$ cat src/rtl/mfp_reset_sequencer.sv
// Multi-channel reset sequencer: synchronised board-reset release, a programmable hold,
// staggered channel release, then per-channel soft-reset pulses and full restarts.

module mfp_rst_chan #(
    parameter int PULSE_W = 16
) (
    input  logic HCLK,
    input  logic HRESETn,
    input  logic soft_req,
    input  logic in_done,
    input  logic done_entry,
    input  logic seq_clr,
    input  logic release_set,
    output logic chan_rst_n,
    output logic active_nxt
);
    localparam int PW = $clog2(PULSE_W + 1);

    logic          prev, hit, pend, chan;
    logic [PW-1:0] cnt;
    logic          prev_d, hit_d, pend_d, chan_d;
    logic [PW-1:0] cnt_d;
    logic          rise;

    assign rise = soft_req & ~prev;

    always_comb begin
        prev_d = soft_req;
        hit_d  = hit;
        pend_d = pend;
        cnt_d  = cnt;
        chan_d = chan;
        if (seq_clr) begin
            hit_d  = 1'b0;
            pend_d = 1'b0;
            cnt_d  = '0;
            chan_d = 1'b0;
        end else begin
            // Edges seen before DONE are parked and replayed on the DONE entry edge.
            if (done_entry) begin
                hit_d  = pend | rise;
                pend_d = 1'b0;
            end else if (in_done) begin
                hit_d = rise;
            end else begin
                pend_d = pend | rise;
                hit_d  = 1'b0;
            end
            if (hit) begin
                chan_d = 1'b0;
                cnt_d  = PW'(PULSE_W);
            end else if (cnt != '0) begin
                cnt_d = cnt - PW'(1);
                if (cnt == PW'(1))
                    chan_d = 1'b1;
            end else if (release_set) begin
                chan_d = 1'b1;
            end
        end
    end

    always_ff @(posedge HCLK or negedge HRESETn) begin
        if (!HRESETn) begin
            prev <= 1'b0;
            hit  <= 1'b0;
            pend <= 1'b0;
            cnt  <= '0;
            chan <= 1'b0;
        end else begin
            prev <= prev_d;
            hit  <= hit_d;
            pend <= pend_d;
            cnt  <= cnt_d;
            chan <= chan_d;
        end
    end

    assign chan_rst_n = chan;
    assign active_nxt = hit_d | (cnt_d != '0);
endmodule

module mfp_reset_sequencer #(
    parameter int N_CH        = 3,
    parameter int PULSE_W     = 16,
    parameter int STAGGER     = 4,
    parameter int SYNC_STAGES = 2
) (
    input  logic            HCLK,
    input  logic            HRESETn,
    input  logic            seq_req,
    input  logic [N_CH-1:0] soft_req,
    input  logic [N_CH-1:0] ext_rst_n,
    output logic [N_CH-1:0] rst_n_out,
    output logic            busy,
    output logic            done
);
    localparam logic [1:0] SYNC    = 2'd0;
    localparam logic [1:0] HOLD    = 2'd1;
    localparam logic [1:0] RELEASE = 2'd2;
    localparam logic [1:0] DONE    = 2'd3;

    localparam int CMAX       = (PULSE_W > STAGGER) ? PULSE_W : STAGGER;
    localparam int CW         = $clog2(CMAX + 1);
    localparam int IW         = (N_CH > 1) ? $clog2(N_CH) : 1;
    localparam int PULSE_LAST = PULSE_W - 1;
    localparam int STG_LAST   = (STAGGER > 0) ? STAGGER - 1 : 0;
    localparam bit ALL_AT_ONCE = (N_CH == 1) || (STAGGER == 0);

    logic [1:0]             state, state_d;
    logic [CW-1:0]          cnt, cnt_d;
    logic [IW-1:0]          idx, idx_d;
    logic                   done_d;
    logic                   done_entry, seq_clr;
    logic [N_CH-1:0]        rel, chan_q, act_d;
    logic [SYNC_STAGES-1:0] sync_q;

    always_ff @(posedge HCLK or negedge HRESETn) begin
        if (!HRESETn) sync_q <= '0;
        else          sync_q <= {sync_q[SYNC_STAGES-2:0], 1'b1};
    end

    assign seq_clr = seq_req && (state != SYNC);

    always_comb begin
        state_d    = state;
        cnt_d      = cnt;
        idx_d      = idx;
        done_d     = done;
        rel        = '0;
        done_entry = 1'b0;
        case (state)
            SYNC: begin
                if (sync_q[SYNC_STAGES-1]) begin
                    state_d = HOLD;
                    cnt_d   = '0;
                end
            end
            HOLD: begin
                if (cnt == CW'(PULSE_LAST)) begin
                    if (ALL_AT_ONCE) begin
                        rel        = '1;
                        state_d    = DONE;
                        done_d     = 1'b1;
                        done_entry = 1'b1;
                    end else begin
                        rel[0]  = 1'b1;
                        state_d = RELEASE;
                        idx_d   = IW'(1);
                        cnt_d   = '0;
                    end
                end else begin
                    cnt_d = cnt + CW'(1);
                end
            end
            RELEASE: begin
                if (cnt == CW'(STG_LAST)) begin
                    for (int i = 0; i < N_CH; i++)
                        if (idx == IW'(i)) rel[i] = 1'b1;
                    cnt_d = '0;
                    idx_d = idx + IW'(1);
                    if (idx == IW'(N_CH - 1)) begin
                        state_d    = DONE;
                        done_d     = 1'b1;
                        done_entry = 1'b1;
                    end
                end else begin
                    cnt_d = cnt + CW'(1);
                end
            end
            default: ;
        endcase
        // A restart overrides whatever the state machine decided this cycle.
        if (seq_clr) begin
            state_d    = HOLD;
            cnt_d      = '0;
            idx_d      = '0;
            done_d     = 1'b0;
            rel        = '0;
            done_entry = 1'b0;
        end
    end

    always_ff @(posedge HCLK or negedge HRESETn) begin
        if (!HRESETn) begin
            state <= SYNC;
            cnt   <= '0;
            idx   <= '0;
            done  <= 1'b0;
            busy  <= 1'b1;
        end else begin
            state <= state_d;
            cnt   <= cnt_d;
            idx   <= idx_d;
            done  <= done_d;
            busy  <= !((state_d == DONE) && (act_d == '0));
        end
    end

    for (genvar g = 0; g < N_CH; g++) begin : g_ch
        mfp_rst_chan #(.PULSE_W(PULSE_W)) u_ch (
            .HCLK        (HCLK),
            .HRESETn     (HRESETn),
            .soft_req    (soft_req[g]),
            .in_done     (state == DONE),
            .done_entry  (done_entry),
            .seq_clr     (seq_clr),
            .release_set (rel[g]),
            .chan_rst_n  (chan_q[g]),
            .active_nxt  (act_d[g])
        );
    end

    // External resets bypass the clock domain so a probe TRST acts immediately.
    assign rst_n_out = chan_q & ext_rst_n;
endmodule

$ cat config.mk
export PLATFORM = sky130hd
export DESIGN_NAME = mfp_reset_sequencer
export DESIGN_NICKNAME = d
export VERILOG_FILES = /design/src/rtl/mfp_reset_sequencer.sv
export SDC_FILE = /design/constraint.sdc
export NUM_CORES = 1
export LEC_CHECK = 0
export BUFFER_PORTS_ARGS = -buffer_cell sky130_fd_sc_hd__buf_2
export CORE_AREA = 2 2 69 71
export CTS_CLUSTER_SIZE = 10
export DETAILED_ROUTE_END_ITERATION = 10
export DIE_AREA = 0 0 71 73
export PLACE_DENSITY = 0.79
export SETUP_SLACK_MARGIN = 0.5
export SYNTH_ARGS = -nofsm -noshare
export SYNTH_HDL_FRONTEND = slang
export SYNTH_HIERARCHICAL = 1
export SYNTH_SLANG_ARGS = --single-unit
export TNS_END_PERCENT = 50
$ cat constraint.sdc
create_clock -name HCLK -period 2.7 [get_ports HCLK]
set_input_delay 0.405 -clock HCLK [delete_from_list [all_inputs] [get_ports HCLK]]
set_output_delay 0.405 -clock HCLK [all_outputs]
set_load 0.01 [all_outputs]
==> results.json <==
{
  "totalPowerFinal_mw": 3.09,
  "drtIter0Drc": 237,
  "wl_um": 5320,
  "stdcell_count": 343,
  "synth.area.top_cells": "dfrtp_1 (38%), ha_1 (9.7%), nor2_1 (3.8%)",
  "portBuffers": 13,
  "slew_violations": 0,
  "slew_headroom_pct": 40.5,
  "gp_congestion": 0.822,
  "viasPerCell": 6.02,
  "ios": 14,
  "rsz0062_at_grt": "yes",
  "clk_path_buf_depth": 2,
  "cp_max_fo": 5,
  "synth-edff-count": 0,
  "hpwlAfterDp_um": 3640,
  "grt_pass1_vias": 1939,
  "final_cell_area_mm2": 0.00293,
  "ys_seq_area_share_pct": 39.0,
  "synth_warnings": 6,
  "critical_path_class": "flip-flop to flip-flop",
  "grtUsageTotal_pct": 21.8,
  "max_slew.worst_pin.slew_ns": 0.892,
  "drc": 0,
  "min_period_ns": 2.30,
  "clk_pin_slew_ns": 0.08,
  "crit_start": "g_ch[0].u_ch/cnt[1]",
  "cap_violations": 0,
  "first_pass_iters": 4,
  "ys_ff_latch": 40,
  "coreArea_mm2": 0.00454,
  "grt-ovfl-total": 0,
  "diodes": 0,
  "skew_ns": 0.00842,
  "hold_violations": 0,
  "max_freq_ghz": 0.435,
  "clockRootBuffer": "clkbuf_8",
  "vias": 2065,
  "synth_nets": 297,
  "whs_ns": 0.220,
  "std_cell_rows": 25,
  "ys.flop_type": "dfrtp_1",
  "initial_utilization_pct": 56.7,
  "power_density_mw_per_mm2": 1050,
  "critPathCaptureType": "flip-flop",
  "post_drt_wl_per_cell_um": 15.5,
  "hold_class": "primary input to flip-flop",
  "finalWorstSetupSlack_ns": 0.400,
  "grt_max_degree": 41,
  "critPathRequiredTime_ns": 2.92,
  "synth_top_cell_by_area": "dfrtp_1",
  "fin_util_pct": 64.7,
  "cts_hold_buf": 0,
  "final_layout_size_suffix_gt1_share_pct": 23.2,
  "clock_latency_ns": 0.29,
  "reg2reg_depth": 8,
  "ir_drop_uv": 608,
  "layout_common_cells": "dfrtp_1 (35), nor2_1 (26), inv_1 (17), nor3_1 (16), ha_1 (14)",
  "leakage_nw": 1.28,
  "final_common_cell": "dfrtp_1",
  "htree_num_levels": 2,
  "die_area_mm2": 0.00518,
  "setup_violations": 0,
  "status": "complete, no violations",
  "syn_avg_cell_area_um2": 9.60,
  "antenna_found_initial": 0,
  "crit_arrival_ns": 2.52,
  "finalNetCount": 317,
  "syn_inst": 268,
  "cts_tree": "built",
  "cts_sinks": 40,
  "fin_crit_sh_pct": 85.2,
  "dp_slack_ns": 0.274,
  "final.setup.tns_ns": 0,
  "synth.distinct_cells": 54,
  "area_delta_synth_final_pct": 14.0,
  "die_y_um": 73,
  "place_inst": 328,
  "reg2reg_slack_ns": 0.40,
  "grt_pass1_wl_um": 8910,
  "ys_async_sr_fraction_pct": 100,
  "antenna_left": 0,
  "die_w_um": 71,
  "fillCellCount": 352,
  "crit_end": "busy",
  "cts_buffers": 5,
  "synth_area_mm2": 0.00257,
  "reg2reg_to": "busy",
  "synth_top_area_share_pct": 37.9,
  "crit_path_start_kind": "flip-flop",
  "reg2reg_from": "g_ch[0].u_ch/cnt[1]",
  "placedInstanceArea_mm2": 0.00269
}
## area by class of cell
class / count / area [µm²] / share of cell area [%]
Timing Repair Buffer: 24 / 151 / 5.16
Clock inverter: 3 / 42.5 / 1.45
Sequential cell: 40 / 1010 / 34.3
Tap cell: 54 / 67.6 / 2.30
Inverter: 22 / 85.1 / 2.90
Multi-Input combinational cell: 195 / 1510 / 51.5
Clock buffer: 5 / 68.8 / 2.35
## synth_stat cells (6+ instances only)
cell type,n
a21oi_1,9
a311oi_1,7
dfrtp_1,39
ha_1,20
inv_1,22
nand2_1,11
nor2_1,26
nor3_1,17
nor3b_1,6
nor4_1,7
o21ai_0,11
xnor2_1,9
## worst min-delay path by stage
stage / cells after the start / from / to
floorplan: 0 / HRESETn / cnt[0]
global placement: 0 / sync_q[0] / sync_q[1]
detailed placement: 0 / sync_q[0] / sync_q[1]
CTS: 1 / soft_req[1] / g_ch[1].u_ch/prev
global route: 1 / soft_req[1] / g_ch[1].u_ch/prev
finish: 1 / soft_req[1] / g_ch[1].u_ch/prev
## repair_timing
action	CTS	global route
cloned	0	0
hold endpoints to repair	0	0
setup buffers	5	2
resized for setup	5	12
pin swaps	0	0
endpoints found under the setup margin	2	3
## where the power goes
part / total [mW] / internal [mW] / switching (mW) / leakage (nW)
sequential: 0.972 / 0.751 / 0.221 / 0.515
combinational: 1.62 / 0.818 / 0.805 / 0.708
clock: 0.494 / 0.274 / 0.220 / 0.0541
## metal layers
metal	up-vias	global-route usage [%]	share of wire (%)
met3	7	3.87	3.2
met5	-	0	0
met2	45	36.9	51
met4	0	8.60	1.2
met1	1014	27.9	45
li1	999	-	-
## cells by family after synthesis
kind of cell	Yosys count	share of synthesized area (%)
and+or+nand+nor	104	23.7
AOI/OAI and AO/OA	55	15.7
DFF	40	39.0
buffers and inverters	33	6.18
adders and majority gates	20	9.73
xor gates and xnor gates	9	3.06
muxes	6	2.53
other	1	0.146
## registers in the layout, summed over array words and instances, names as in the netlist
| register | flops |
|---|---|
| busy | 1 |
| cnt | 5 |
| done | 1 |
| g_ch.u_ch/chan_rst_n | 3 |
| g_ch.u_ch/cnt | 15 |
| g_ch.u_ch/hit | 3 |
| g_ch.u_ch/pend | 3 |
| g_ch.u_ch/prev | 3 |
| idx | 2 |
| state | 2 |
| sync_q | 2 |
## critical path, cell delays in order, from the launching register on
cell	delay [ns]
dfrtp_1	0.41
inv_2	0.10
ha_4	0.17
or3b_4	0.39
a2111oi_4	0.29
a311oi_1	0.10
or4_1	0.49
nor3_2	0.18
nand3_1	0.09
Power figures use the tool's default switching activity.
